### src/rtl/out_port_arbiter_pkg.sv
// Shared widths, flit-type codes and index helpers for the output-port arbiter.
// Latency: none (constants and pure functions only).
// Backpressure: none (no datapath in this file).
package out_port_arbiter_pkg;

  localparam int NCH      = 5;   // input channels per router
  localparam int DATAW    = 31;  // flit MSB index (flit is DATAW+1 bits)
  localparam int VCHW     = 1;   // VC tag MSB index
  localparam int PORTW    = 2;   // port number MSB index
  localparam int TYPE_MSB = 31;  // flit type field position inside a flit
  localparam int TYPE_LSB = 29;

  localparam logic [2:0] TYPE_NONE     = 3'd0;
  localparam logic [2:0] TYPE_HEAD     = 3'd1;
  localparam logic [2:0] TYPE_BODY     = 3'd2;
  localparam logic [2:0] TYPE_TAIL     = 3'd3;
  localparam logic [2:0] TYPE_HEADTAIL = 3'd4;

  typedef enum logic {
    ST_IDLE   = 1'b0,
    ST_LOCKED = 1'b1
  } state_e;

  // Channel indices live in 0..4; any stray 5..7 is folded back to 0.
  function automatic logic [2:0] idx_fix(input logic [2:0] v);
    return (v > 3'd4) ? 3'd0 : v;
  endfunction

  // Round-robin successor of a channel index (4 wraps to 0).
  function automatic logic [2:0] idx_next(input logic [2:0] v);
    logic [2:0] f;
    f = idx_fix(v);
    return (f == 3'd4) ? 3'd0 : f + 3'd1;
  endfunction

endpackage

### src/rtl/out_port_arbiter_rr_pick.sv
// Combinational 5-way round-robin picker: first set request at or after ptr.
// Latency: purely combinational, zero cycles.
// Backpressure: none; valid_o simply reports whether any request is present.
module out_port_arbiter_rr_pick
  import out_port_arbiter_pkg::*;
(
  input  logic [NCH-1:0] r_i,
  input  logic [2:0]     ptr_i,
  output logic           valid_o,
  output logic [2:0]     idx_o
);

  logic [2:0] start;
  logic [3:0] sum;
  logic [2:0] cand;

  // Scan from lowest to highest priority so the last hit (closest to ptr) wins.
  always_comb begin
    start   = idx_fix(ptr_i);
    valid_o = |r_i;
    idx_o   = 3'd0;
    sum     = 4'd0;
    cand    = 3'd0;
    for (int k = NCH - 1; k >= 0; k--) begin
      sum  = {1'b0, start} + 4'(k);
      cand = (sum >= 4'(NCH)) ? 3'(sum - 4'(NCH)) : sum[2:0];
      if (r_i[cand]) idx_o = cand;
    end
  end

endmodule

### src/rtl/out_port_arbiter.sv
// Output-port switch allocator: round-robin grant held per packet, one output register stage.
// Latency: request->grant 1 clk; owner flit->ovalid/odata 1 clk; tail releases on the same edge.
// Backpressure: none on the link; non-owner flits are dropped and losers wait for the next round.
module out_port_arbiter
  import out_port_arbiter_pkg::*;
#(
  parameter int PORTID = 0
) (
  input  logic                      clk,
  input  logic                      rst_,
  input  logic [NCH-1:0]            req_i,
  input  logic [NCH-1:0][PORTW:0]   port_i,
  input  logic [NCH-1:0][DATAW:0]   idata_i,
  input  logic [NCH-1:0]            ivalid_i,
  input  logic [NCH-1:0][VCHW:0]    ivch_i,
  output logic [NCH-1:0]            grt_i,
  output logic [DATAW:0]            odata,
  output logic                      ovalid,
  output logic [VCHW:0]             ovch,
  output logic                      busy
);

  localparam logic [PORTW:0] PID = PORTID[PORTW:0];

  state_e         state_q, state_d;
  logic [2:0]     owner_q, owner_d;
  logic [2:0]     ptr_q, ptr_d;
  logic [DATAW:0] odata_q;
  logic           ovalid_q;
  logic [VCHW:0]  ovch_q;

  logic [NCH-1:0] r_eff;
  logic           pick_vld;
  logic [2:0]     pick_idx;
  logic [2:0]     owner_s;
  logic           own_vld;
  logic [DATAW:0] own_dat;
  logic [VCHW:0]  own_vch;
  logic [2:0]     own_type;
  logic           own_tail;
  logic           fwd;

  // Only requests aimed at this output port take part in arbitration.
  always_comb begin
    r_eff = '0;
    for (int i = 0; i < NCH; i++) begin
      r_eff[i] = req_i[i] && (port_i[i] == PID);
    end
  end

  out_port_arbiter_rr_pick u_pick (
    .r_i     (r_eff),
    .ptr_i   (ptr_q),
    .valid_o (pick_vld),
    .idx_o   (pick_idx)
  );

  // Owner-selected view of the input channels.
  assign owner_s  = idx_fix(owner_q);
  assign own_vld  = ivalid_i[owner_s];
  assign own_dat  = idata_i[owner_s];
  assign own_vch  = ivch_i[owner_s];
  assign own_type = own_dat[TYPE_MSB:TYPE_LSB];
  assign own_tail = (own_type == TYPE_TAIL) || (own_type == TYPE_HEADTAIL);

  // Next state: grab a winner when idle, release on the owner's tail flit.
  always_comb begin
    state_d = state_q;
    owner_d = owner_s;
    ptr_d   = idx_fix(ptr_q);
    fwd     = 1'b0;
    if (state_q == ST_IDLE) begin
      if (pick_vld) begin
        state_d = ST_LOCKED;
        owner_d = pick_idx;
      end
    end else begin
      fwd = own_vld && (own_type != TYPE_NONE);
      if (own_vld && own_tail) begin
        state_d = ST_IDLE;
        ptr_d   = idx_next(owner_s);
      end
    end
  end

  // State and output registers; reset drops any packet in flight.
  always_ff @(posedge clk) begin
    if (rst_) begin
      state_q  <= ST_IDLE;
      owner_q  <= 3'd0;
      ptr_q    <= 3'd0;
      odata_q  <= '0;
      ovalid_q <= 1'b0;
      ovch_q   <= '0;
    end else begin
      state_q  <= state_d;
      owner_q  <= owner_d;
      ptr_q    <= ptr_d;
      ovalid_q <= fwd;
      odata_q  <= fwd ? own_dat : '0;
      ovch_q   <= fwd ? own_vch : '0;
    end
  end

  assign grt_i  = (state_q == ST_LOCKED) ? (NCH'(1) << owner_s) : '0;
  assign busy   = (state_q == ST_LOCKED);
  assign odata  = odata_q;
  assign ovalid = ovalid_q;
  assign ovch   = ovch_q;

endmodule

### config.mk
export PLATFORM = sky130hd
export DESIGN_NAME = out_port_arbiter
export DESIGN_NICKNAME = d
export VERILOG_FILES = /design/src/rtl/out_port_arbiter_pkg.sv /design/src/rtl/out_port_arbiter_rr_pick.sv /design/src/rtl/out_port_arbiter.sv
export SDC_FILE = /design/constraint.sdc
export NUM_CORES = 1
export LEC_CHECK = 0
export CAP_MARGIN = 5
export CORE_MARGIN = 4
export CORE_UTILIZATION = 40
export DETAILED_ROUTE_END_ITERATION = 6
export DONT_BUFFER_PORTS = 1
export PLACE_DENSITY_LB_ADDON = 0.15
export SLEW_MARGIN = 40
export SYNTH_ARGS = -nofsm -noshare
export SYNTH_HDL_FRONTEND = slang
export SYNTH_SLANG_ARGS = --single-unit
### constraint.sdc
create_clock -name clk -period 3.65 [get_ports clk]
set_clock_uncertainty 0.2 [all_clocks]
set_input_delay 0.365 -clock clk [delete_from_list [all_inputs] [get_ports clk]]
set_output_delay 0.365 -clock clk [all_outputs]
set_load 0.02 [all_outputs]
* Yosys cells after proc, flatten, opt, wreduce, memory -nomap -nowiden
Cells that the tools add are included.
Operators by class: $lt $le $gt $ge 14, eq/ne operators 3, muxes and demuxes 39, $mul 0, div/mod/pow operators 0, shift operators 1, reductions and logical operators 16, add/sub/neg operators 10, bitwise operators 1
Operator list (count):
- binary-select mux 32 bit (select 3 bit) | 1
- two-way mux 3 bit | 18
- two-way mux 32 bit | 1
- less-than comparator 3 x 4 -> 1 bit (second input constant) | 6
- binary-select mux 1 bit (select 3 bit) | 6
- greater-or-equal comparator 4 x 3 -> 1 bit (second input constant) | 4
- logical NOT 3 bit | 5
- subtractor 3 bit (second input constant) | 5
- two-way mux 1 bit | 10
- > comparator 3 bit (second input constant) | 3
- adder 3 x 2 -> 4 bit (second input constant) | 2
- logical AND 1 bit | 7
- binary-select mux 2 bit (select 3 bit) | 1
- equality test 3 bit (second input constant) | 2
- two-way mux 5 bit | 1
- OR reduction 5 bit | 1
- << shifter 1 x 3 -> 5 bit (first input constant) | 1
- adder 3 x 1 -> 4 bit (second input constant) | 1
- adder 3 x 3 -> 4 bit (second input constant) | 1
- adder 3 x 1 -> 3 bit (second input constant) | 1
- equality test 3 x 2 -> 1 bit (second input constant) | 1
- greater-or-equal comparator 3 bit (second input constant) | 1
- nonzero test 3 bit | 1
- two-way mux 2 bit | 1
- other kinds (3) | 3
Word-level totals: flip-flop bits (word level) 42, ROM bits 0, bits in latches 0, input bits 197, memories kept 0, logic and storage cells 90, memory bits (writable) 0

* Depth between registers and ports, before layout
depth in word-level cells 14, gate-level depth with buffers 12, depth with buffers taken out 10

* By module
A second synthesis with hierarchy kept.
Second synthesis, totals: cells, all modules 417, area, all modules 3798.6 µm²
Modules (own cells, without submodules):
- out_port_arbiter | cells each 265, seq. area each 840.8 µm², area an instance 2740.1 µm², times used 1
- out_port_arbiter_rr_pick | cells each 152, seq. area each 0.0 µm², area an instance 1058.5 µm², times used 1

* Worst setup path after synthesis
Ideal clock, no wire load.
path kind register to register, start register ptr_q[1], end register owner_q[2], arrival 2.847 ns, stages on the path, launching flop included 13, path buffers 2, required time 3.347 ns, setup slack 0.500 ns, period minus slack after synthesis 3.150 ns, cells stage by stage dfxtp_1 -> or3b_1 -> buf_2 -> inv_2 -> ha_1 -> clkbuf_1 -> and3b_1 -> a221oi_2 -> mux2_2 -> and3_4 -> nor3_2 -> nand2_1 -> a2111oi_2
Between the ends: word-level cells in the longest chain between the ends 14
RTL lines:
- start, declared | RTL line out_port_arbiter.sv:27 | logic [2:0] ptr_q, ptr_d;
- start signal, assigned | RTL line out_port_arbiter.sv:98 | ptr_q <= ptr_d;
- > comparator 3 bit | RTL line out_port_arbiter_pkg.sv:26 | return (v > 3'd4) ? 3'd0 : v;
- two-way mux 3 bit * | RTL line out_port_arbiter_pkg.sv:26
- adder 3 x 3 -> 4 bit | RTL line out_port_arbiter_rr_pick.sv:25 | sum = {1'b0, start} + 4'(k);
- greater-or-equal comparator 4 x 3 -> 1 bit or subtractor 3 bit (tied branches) | RTL line out_port_arbiter_rr_pick.sv:26 | cand = (sum >= 4'(NCH)) ? 3'(sum - 4'(NCH)) : sum[2:0];
- two-way mux 3 bit | RTL line out_port_arbiter_rr_pick.sv:26
- binary-select mux 1 bit (select 3 bit) | RTL line out_port_arbiter_rr_pick.sv:27 | if (r_i[cand]) idx_o = cand;
- two-way mux 1 bit (implied by the code) | RTL line out_port_arbiter_rr_pick.sv:27
- two-way mux 3 bit (4 in series) | RTL line out_port_arbiter_rr_pick.sv:27
- two-way mux 3 bit * | RTL line out_port_arbiter_rr_pick.sv:27
- two-way mux 3 bit * | RTL line out_port_arbiter.sv:73 | if (pick_vld) begin
- two-way mux 3 bit * | RTL line out_port_arbiter.sv:72 | if (state_q == ST_IDLE) begin
- end signal, assigned | RTL line out_port_arbiter.sv:97 | owner_q <= owner_d;
- end, declared | RTL line out_port_arbiter.sv:26 | logic [2:0] owner_q, owner_d;
Every way passes the cells marked *; elsewhere a longest branch is shown, timed or not. The select of a mux whose other input is x is not followed. A chain may end at the register's enable or synchronous reset.

* Worst setup path in the final report
start register ptr_q[2], end register owner_q[2]
Same word-level chain as after synthesis.

==> results list <==
- The flow ran to the end, and the final reports show no timing, DRC or antenna violations.
- The core region is roughly 8300 um2.
* First DRT Iteration DRCs: between 150 and 200
- The number of antenna violations at the first check in global routing was 1.
- At the worst endpoint, the arrival time is approximately 3.3 ns.
* Switching Fraction: 0.319
- Highest clock rate: between 300 and 400 MHz
- Vias after detailed routing: 3245
- Share of final-layout standard cells stronger than drive strength 1: 0.184
- The first global-routing pass estimated 17100 um of wire.
* Leakage dissipation: ~1.4 nW
- Once detail routing completed, the nets flagged for antenna violations numbered 0.
- CTS tree: yes
- Number of instances in the synthesized netlist: approximately 390
- CTS built an H-tree with a depth of 2.
- Clock tree synthesis inserted a total of 5 buffers.
- Post-route cell area: roughly 4000 um2
* List of cells traversed by the critical path: buf_4 -> nand2b_1 -> inv_1 -> ha_1 -> nand2_1 -> a221oi_2 -> mux2_2 -> and3_4 -> nor3_2 -> nand2_1 -> a2111oi_2
- After detailed routing, the number of vias per cell comes to 6.20.
- Commonest cells after routing, fill and taps aside: nand2_1, a21oi_1, dfxtp_1
- Switching power: 0.455 mW
- Clock tree buffer depth: 2
* DPL Wire Length: 8930 um
* Overall power of the completed layout: around 1.4 mW
* Placer Congestion: 0.903
- Mapped cell area: 3430 um2
- In this run the power density over the cells is 359 nW/um2.
* Final Net Count: just over 600
- At the placement stage, the worst setup path has a slack of slightly above 0.4 ns.
- The largest single stage delay on the critical path is 0.47 ns.
* Root Buffer Master: clkbuf_8
- Number of setup violations in the final report: 0
- After detailed routing, the number of remaining DRC violations is 0.
- For this run the aggregate overflow at the end of global routing stands at 0.
- Clock-pin slew was measured on the worst setup and hold paths at about 0.09 ns.
- Of the total power, combinational logic draws 0.312.
* Worst Setup Start Kind: flip-flop
- Max-cap violations in this run came to 0.
* Setup Total Neg Slack: 0 ns
- Initial core utilization: 0.415
- Register share of total power: 0.372
* Power share of the clock group: 0.316
- Worst vdd ir: ~180 uV
- A synthesized cell averages approximately 8.7 um2.
* Final cell utilization of the core: 0.480
- For this run, asynchronously set or reset flops after synthesis account for 0.
- Post-cts sizing count: 0
- Ports: around 240
- Later-pin clock latency in the skew report: 0.29 ns
- Primary FF master, synth: dfxtp_1
- Number of inserted diodes: 0
- Yosys mapped a number of flops with a built-in enable equal to 0.
* Routed length per instance: between 20 and 25 um
- Layout overhead on the synthesized area: 15.8%
- Standard cell with the maximum stage delay on the critical path: ha_1
- Along the worst path, the maximum fanout reaches 12.
- Port buffering added 0 buffers.
* Final-report hold violation count: 0
* Die H: around 100 um
* Seq cells post-synth: 42
- Measured along the x axis, the die boundary spans a little over 100 um.
* Tightest Hold Check Type: in -> reg
* Required time reported for the critical path endpoint: ~3.7 ns
- Shortest period the worst path allows: 3.27 ns
* Die area: approximately 10000 um2
- The number of nets in the synthesized netlist is about 600.
* Number of detailed-routing iterations run before antenna repair: 4
* Final Max Tran Viols: 0
- The worst setup path is of the reg -> reg kind.
- The Yosys step of the flow raised 0 warnings.
* Most prevalent standard cell on the critical path: nand2_1
- Commonest non-fill, non-tap cell in the layout: nand2_1
- The via count of the first global-routing pass is ~3300.
- Setup repair after global routing left no endpoint under its margin.
- The worst pin sits at a relative slew slack of 0.549.
- The number of different library cells used by synthesis comes to between 70 and 80.
- Summed over all layers, the routed wires come to 11700 um.
* Worst path setup slack after routing: roughly 0.38 ns
* Share of synthesized area occupied by flip-flops and latches: 0.245
- Number of standard-cell rows in the floorplan: 33
* Ratio of final minimum period to clock period: 0.897
- STA classifies the critical path endpoint as a flip-flop.
- Design internal power: approximately 0.97 mW
* Total placed instance area: ~3500 um2
- Number of sinks handled by clock tree synthesis: between 40 and 50
- At the pin with the least slew margin, the transition time is between 0.6 and 0.7 ns.
* Largest net degree at the start of global routing: 36
- Overall fraction of global-route tracks in use: 0.215
[what timing repair did]
action	4_1_cts	5_1_grt
hold buffers	28	0
buffers inserted	0	0
endpoints found under the hold margin	32	0
setup endpoints to repair	0	0
[cells in the mapped netlist (3+ instances only)]
master	n	area share
nor2_1	23	0.025
nand2b_1	6	0.011
o21ai_0	9	0.013
a31oi_1	4	0.0073
nor2b_1	3	0.0055
mux2i_1	8	0.023
nor3b_1	3	0.0066
nor3_1	6	0.0088
mux2_2	4	0.013
nand2_1	80	0.088
clkbuf_1	16	0.018
a211oi_1	5	0.011
mux4_2	31	0.20
nor4b_1	3	0.0077
o211ai_1	4	0.0088
inv_1	11	0.012
nand3_1	7	0.010
a21oi_1	42	0.061
a22oi_1	4	0.0088
ha_1	8	0.029
and3b_1	3	0.0077
buf_2	7	0.010
dfxtp_1	42	0.25
[metrics by stage]
stage	std cells	hold WS [ns]
after floorplan	393	0.234
after global placement	487	0.237
after detailed placement	487	0.238
after CTS	523	0.00159
after global routing	523	0.00748
final	523	0.0154
[power by group through the flow]
stage	Sequential, mW	Combinational (mW)	Clock [mW]
final	0.530	0.444	0.451
after global placement	0.540	0.416	0
after global routing	0.532	0.492	0.477
after floorplan	0.524	0.353	0
after CTS	0.530	0.446	0.464
after detailed placement	0.541	0.417	0
[final timing paths]
kind / start / end / slack, ns / cells after the start
min reg2reg: busy / owner_q[0] / 0.62 / 3
min: idata_i[144] / odata[16] / 0.02 / 2
max reg2reg: ptr_q[2] / owner_q[2] / 0.38 / 11
max: ptr_q[2] / owner_q[2] / 0.38 / 11
[sequential cells by signal, indices dropped and copies added (netlist names)]
register  cells
ptr_q         3
busy          1
odata        32
ovalid        1
owner_q       3
ovch          2
[per-layer routing]
metal / GRT usage / vias up / part of all wire
met5: 0 / - / 0.0011
met4: 0.0736 / 2 / 0.027
met3: 0.0567 / 24 / 0.094
met2: 0.356 / 201 / 0.49
met1: 0.271 / 1498 / 0.39
li1: - / 1520 / -
[critical path, delay by kind of cell (launching register included)]
kind / cells / cell delay [ns]
compound gates: 2 / 0.76
fa+ha+maj: 1 / 0.47
buf+inv: 2 / 0.32
flops: 1 / 0.34
mux: 1 / 0.38
simple gates: 5 / 0.71
[final cells by class]
| cell class | count | area [um2] |
|---|---|---|
| multi-input cells | 311 | 2410 |
| clock buffers | 5 | 68.8 |
| clock inverters | 3 | 68.8 |
| flip-flops and latches | 42 | 841 |
| well taps | 105 | 131 |
| fillers | 801 | 4290 |
| inverters | 14 | 55.1 |
| repair buffers | 43 | 393 |
[cell families after synthesis]
family | synth area share
simple gates | 0.232
compound gates | 0.199
buf+inv | 0.0515
xor+xnor | 0.00256
mux | 0.240
flops | 0.245
fa+ha+maj | 0.0292
Note: power is estimated with default switching activity, not from simulation.
